**src/rtl/regs.sv**
```systemverilog
// General-purpose register file with two combinational read ports.
// Entries 1..N-1 are cleared by a post-reset sequencer; r0 reads zero.
module regs #(
   parameter int DATA_WIDTH = 32,
   parameter int ADDR_WIDTH = 5
) (
   input  logic                  clock,
   input  logic                  reset,
   input  logic                  write_enable,
   input  logic [ADDR_WIDTH-1:0] write_addr,
   input  logic [DATA_WIDTH-1:0] write_data,
   input  logic                  read1_enable,
   input  logic [ADDR_WIDTH-1:0] read1_addr,
   output logic [DATA_WIDTH-1:0] read1_data,
   input  logic                  read2_enable,
   input  logic [ADDR_WIDTH-1:0] read2_addr,
   output logic [DATA_WIDTH-1:0] read2_data,
   output logic                  ready
);

   localparam int DEPTH = 2 ** ADDR_WIDTH;

   typedef enum logic {
      INIT,
      RUN
   } state_t;

   state_t                state;
   state_t                state_next;
   logic [ADDR_WIDTH-1:0] count;
   logic [ADDR_WIDTH-1:0] count_next;
   logic                  ready_next;

   logic [DATA_WIDTH-1:0] mem [DEPTH];
   logic                  mem_we;
   logic [ADDR_WIDTH-1:0] mem_addr;
   logic [DATA_WIDTH-1:0] mem_wdata;

   logic                  wr_live;

   assign wr_live = (state == RUN) && write_enable
                    && (write_addr != '0);

   always_comb begin
      state_next = state;
      count_next = count;
      ready_next = ready;
      mem_we     = 1'b0;
      mem_addr   = count;
      mem_wdata  = '0;
      unique case (state)
         INIT: begin
            // Gate on reset so an edge seen while held in reset never writes.
            mem_we     = reset;
            count_next = count + 1'b1;
            if (&count) begin
               state_next = RUN;
               ready_next = 1'b1;
               count_next = count;
            end
         end
         RUN: begin
            if (wr_live) begin
               mem_we    = reset;
               mem_addr  = write_addr;
               mem_wdata = write_data;
            end
         end
      endcase
   end

   always_ff @(posedge clock or negedge reset) begin
      if (!reset) begin
         state <= INIT;
         count <= ADDR_WIDTH'(1);
         ready <= 1'b0;
      end else begin
         state <= state_next;
         count <= count_next;
         ready <= ready_next;
      end
   end

   // No reset on the array so it can map onto RAM-style storage.
   always_ff @(posedge clock) begin
      if (mem_we) mem[mem_addr] <= mem_wdata;
   end

   always_comb begin
      read1_data = '0;
      if (!reset || state == INIT || !read1_enable
          || read1_addr == '0) begin
         read1_data = '0;
      end else if (wr_live && write_addr == read1_addr) begin
         read1_data = write_data;
      end else begin
         read1_data = mem[read1_addr];
      end
   end

   always_comb begin
      read2_data = '0;
      if (!reset || state == INIT || !read2_enable
          || read2_addr == '0) begin
         read2_data = '0;
      end else if (wr_live && write_addr == read2_addr) begin
         read2_data = write_data;
      end else begin
         read2_data = mem[read2_addr];
      end
   end

endmodule
```
**config.mk**
```make
export PLATFORM = sky130hd
export DESIGN_NAME = regs
export DESIGN_NICKNAME = d
export VERILOG_FILES = /design/src/rtl/regs.sv
export SDC_FILE = /design/constraint.sdc
export NUM_CORES = 1
export LEC_CHECK = 0
export ABC_CLOCK_PERIOD_IN_PS = 5200
export CORE_MARGIN = 2
export CORE_UTILIZATION = 25
export DETAILED_ROUTE_END_ITERATION = 8
export GPL_TIMING_DRIVEN = 0
export PLACE_DENSITY = 0.48
export SLEW_MARGIN = 5
export SYNTH_ARGS = -nofsm -noshare
export SYNTH_HDL_FRONTEND = slang
export SYNTH_SLANG_ARGS = --single-unit
```
**constraint.sdc**
```tcl
create_clock -name clock -period 5.2 [get_ports clock]
set_input_delay 1.3 -clock clock [delete_from_list [all_inputs] [get_ports clock]]
set_output_delay 1.3 -clock clock [all_outputs]
set_load 0.02 [all_outputs]
```
# Word-level counts from Yosys, hierarchy flattened
# Memories as Yosys holds them, arrays and structs flattened.
# Index checks and enable logic that the tools add are counted.
[totals]
ff_bits = 7
mem_bits_rw = 1024
in_bits = 52
output_inout_bits = 65
wordCells = 41
mem_count = 1
[op_classes]
n_addsub = 1
eq_ne = 2
muxes = 14
bitwise_logic = 2
reduce_logical = 18
[mem_list]
columns = ["name", "words", "width", "read_ports", "rd_ports_with_merged_regs", "wr", "line", "source"]
rows = [
  ["mem", 32, 32, 2, 0, 1, "34", "logic [DATA_WIDTH-1:0] mem [DEPTH];"],
]
[ops]
columns = ["cell", "n"]
rows = [
  ["32-bit 2-to-1 mux", 6],
  ["5-bit == test", 2],
  ["5-bit logical NOT", 2],
  ["5-bit 2-to-1 mux", 2],
  ["6-bit AND reduction", 1],
  ["5-bit by 1-bit adder with 5-bit output (second input constant)", 1],
  ["1-bit logical OR", 5],
  ["1-bit 2-to-1 mux", 5],
  ["5-bit AND reduction", 1],
  ["5-bit nonzero test", 1],
  ["1-bit logical AND", 4],
  ["1-bit logical NOT", 3],
  ["1-bit inverter", 2],
  ["1-bit one-hot mux with 2 select lines", 1],
  ["2-bit AND reduction", 1],
]

# Longest topological paths before layout
# Gate-level depths: netlist (run 1).
[depth]
depth_word = 6
depth_mapped = 8
ltp_nobuf = 6

# Least setup slack after synthesis (run 1)
# No wires, ideal clock.
[synth_timing]
kind = "input -> output"
start = "input port read2_addr[0]"
end = "output port read2_data[30]"
t_arrival_ps = 2926
t_required_ps = 3900
slack_ps = 974
path_stages = 7
n_path_buf = 3
cell_sequence = "buf_2 > buf_6 > buf_2 > mux4_2 > a22oi_1 > a21oi_1 > a211o_1"
[synth_via]
elab_chain_len = 4
word_cells_on_any_way = 7
cone_classes = "1 x eq/ne; 2 x mux; 3 x reduce/logical; 1 x memory"
[synth_rtl]
columns = ["item", "line", "source"]
rows = [
  ["start, declared", "16", "input logic [ADDR_WIDTH-1:0] read2_addr,"],
  ["parallel branches: the longest is 3 deep, another holds memory read 32 x 32 bit", "-", ""],
  ["32-bit 2-to-1 mux *", "103", "if (!reset || state == INIT || !read2_enable"],
  ["end, declared", "17", "output logic [DATA_WIDTH-1:0] read2_data,"],
]
# Mark *: on every way between the ends.

# Worst setup path after layout (run 1)
[layout_timing]
start = "input port read2_addr[0]"
end = "output port read2_data[11]"
# The elaborated chain is that of the path after synthesis.

==> summary.md, run 1 <==
| Metric | Value |
|---|---|
| Number of synthesized flops with an enable pin | 1024 |
| Clock Power Share | between 40% and 50% |
| Synthesized flop and latch total | 1031 |
| # IOs | around 120 |
| Placed cells | around 5300 |
| Register area share after synthesis | roughly 64% |
| Switch Pwr | approximately 0.0045 W |
| DRC | 0 |
| Clock latency on the worst-skew pair | ~0.73 ns |
| Number of global-route vias before repair | ~30000 |
| Die area | around 0.2 mm^2 |
| Worst hold margin | about 0.46 ns |
| Rel. slew slack | 16.43% |
| Initial DRC count | 3162 |
| PnR worst setup slack | -0.004462 ns |
| First-pass DRT Iterations | 5 |
| Hold Fails Final Rpt | 0 |
| Power Total | 0.01864 W |
| Sequential power share | around half |
| Synth Flop Type | edfxtp_1 |
| TritonCTS clock tree | done |
| RSZ-0062 raised after global routing | no |
| Logic pwr share | about a tenth |
| Largest net degree at the start of global routing | 33 |
| Peak supply drop | between 0.2 and 0.3 mV |
| Synth Warn # | 0 |
| HP Class | in2async |
| Synth Area per Inst | approximately 19 um^2 |
| Final Util | between 30 and 40% |
| Cell Area, Synth | approximately 0.049 mm^2 |
| First-pass GRT wire length | 240400 um |
| Final net count | a little under 3000 |
| Ys async rst share | less than 1% |
| CP startpoint kind | input port |
| Clock Pin Slew Worst Setup and Hold Paths | ~0.06 ns |
| Area delta synth->final | 21.80% |
| Slew Limit Fails | 0 |
| Total GRT Usage | 17.39% |
| Sw frac | 23.92% |
| Gpl congestion | approximately 0.9 |
| Filler instances | between 15000 and 20000 |
| Clock tree sinks | just over 1000 |
| Failing checks | setup timing |
| Total of max-cap violations | 0 |
| CP arrival | 3.90 ns |
| Initial core utilization | 25.19% |
| Via count | around 29000 |
| Share of post-route cells with drive strength above 1 | 34.93% |
| Fmax | ~0.19 GHz |
| Slew @ Worst Pin | around 1.3 ns |
| Library cells used by synthesis | 43 |
| Finish-stage setup viols | 2 |
| Crit-path max FO | 10 |
| WP data required | about 4 ns |
| Die W | between 400 and 500 um |
| Syn Nets | between 2000 and 3000 |
| Clock Root Buffer | clkbuf_16 |
| P_int | around 0.014 W |
| Setup Skew | roughly 0.017 ns |
| Leak | roughly 20 nW |
| Detailed Place HPWL | 124000 um |
| Clock Path Buffers | 3 |
| Core area | around 0.19 mm^2 |
| Post-Syn Instances | between 2000 and 3000 |
| Rows | about 160 |
| CP endpoint kind | output port |
| H-tree level count | 3 |
| Input/output buffers | between 100 and 150 |
| Antenna viol nets, final | 0 |
| WL/cell | between 30 and 40 um |
| Status | finished with violations |
| Detailed Route WL | ~170000 um |
| Congestion Overflow GR | 0 |
| Vias/cell | ~5.3 |
| Crit path kind | in2out |
| PD cells | about 320 mW/mm^2 |
| Final Non-Filler Cells | between 5000 and 6000 |
| Minimum clock period | between 5 and 6 ns |
| Tcrit/Tclk final | 100.1% |
| Total CTS buffers | between 100 and 150 |
| Die span in y | about 440 um |
| Initial antenna violation count | 2 |
-- per-stage QoR --
step | TNS [ns] | setup WS, ns | area [um^2]
3_3_place_gp | -1980.62 | -2.165 | 52850
6_report | -0.006093 | -0.004462 | 59150
4_1_cts | -0.002673 | -0.002673 | 59010
3_5_place_dp | -85.29 | -1.578 | 53880
2_1_floorplan | 0 | 0.9739 | 48560
5_1_grt | 0 | 0.002955 | 59140
-- cell type report --
type	instances	area, um^2	share of cell area, %
Sequential cell	1031	30930	52.28
Multi-Input combinational cell	1370	17690	29.90
Tap cell	2526	3161	5.343
Clock buffer	134	2907	4.914
Timing Repair Buffer	175	2136	3.611
Buffer	213	1752	2.961
Clock inverter	63	541.8	0.9159
Inverter	6	30.03	0.05076
Antenna cell	5	12.51	0.02115
-- cell families after synthesis --
logic type | after synthesis | synth area share, %
adder cells (fa/ha/maj) | 2 | 0.05152
buffers and inverters | 221 | 2.481
XOR/XNOR | 13 | 0.2345
multiplexers | 646 | 23.22
AND/OR/NAND/NOR | 118 | 1.252
flip-flops | 1031 | 63.68
AO/OA/AOI/OAI | 591 | 9.082
-- power groups by stage --
stage	clock network (W)	logic, W	registers, W
floorplan	0	0.000919	0.00934
global placement	0	0.00158	0.00935
detailed placement	0	0.00161	0.00935
CTS	0.00787	0.00172	0.00917
global route	0.00817	0.00180	0.00917
finish	0.00774	0.00173	0.00917
-- synth_stat cells (26+ instances only) --
| library cell | number | area share, % |
|---|---|---|
| a211o_1 | 64 | 1.2 |
| a21oi_1 | 131 | 1.4 |
| a221oi_1 | 128 | 2.3 |
| a22oi_1 | 192 | 3.0 |
| and2_1 | 34 | 0.44 |
| buf_2 | 48 | 0.49 |
| buf_4 | 26 | 0.40 |
| buf_6 | 29 | 0.67 |
| clkbuf_1 | 93 | 0.72 |
| edfxtp_1 | 1024 | 63 |
| mux2i_1 | 258 | 5.3 |
| mux4_2 | 384 | 18 |
| nor2_1 | 39 | 0.30 |
| o21bai_1 | 64 | 0.99 |
-- worst paths after layout --
| path | startpoint | end | slack (ns) | depth (start not counted) |
|---|---|---|---|---|
| max in group asynchronous | reset | count[0] | 4.46 | 1 |
| min | reset | ready | 0.46 | 1 |
| min reg2reg | count[0] | count[0] | 0.56 | 1 |
| max reg2reg | state | mem[24][7] | 1.80 | 7 |
| max | read2_addr[0] | read2_data[11] | -0.004 | 8 |
| min in group clock | count[0] | count[0] | 0.56 | 1 |
-- metal layers --
metal / GRT usage, % / vias to the layer above / routed length (um)
met5: 0 / - / 13
met3: 2.769 / 315 / 9823
li1: - / 11980 / -
met1: 20.67 / 15590 / 67120
met2: 30.14 / 1171 / 87790
met4: 9.270 / 2 / 10160
-- repair_timing --
action / CTS / global route
cloned: 1 / 0
resized for setup: 530 / 32
setup endpoints to repair: 64 / 26
buffers inserted: 23 / 0
pin swaps: 18 / 5
hold buffers: 0 / 0
-- placed cells by master, fill, tap and decap left out, drive strengths merged, types with 64 or more instances in the layout --
cell type    count
mux4           384
a22oi          192
o21bai          64
edfxtp        1024
a21oi          131
mux2i          258
clkbuf         229
dlygate4sd2     64
a211o           64
buf            181
a221oi         128
-- sequential cells by signal, summed over array words and instances (netlist names) --
name / count
count: 5
mem: 1024
state: 1
ready: 1
-- worst max-delay path, cell delays in order --
cell           delay (ns)
buf_4                0.21
buf_8                0.25
buf_8                0.24
mux4_2               0.52
a22oi_1              0.39
a21oi_1              0.23
a211o_1              0.37
dlygate4sd2_1        0.36
Power figures use the tool's default switching activity.
==> run 2: changes to the inputs <==
Settings changed: HOLD_SLACK_MARGIN set to 0.06.
==> results of run 2 <==
Final layout, timing and power as in run 1 (identical DEF).
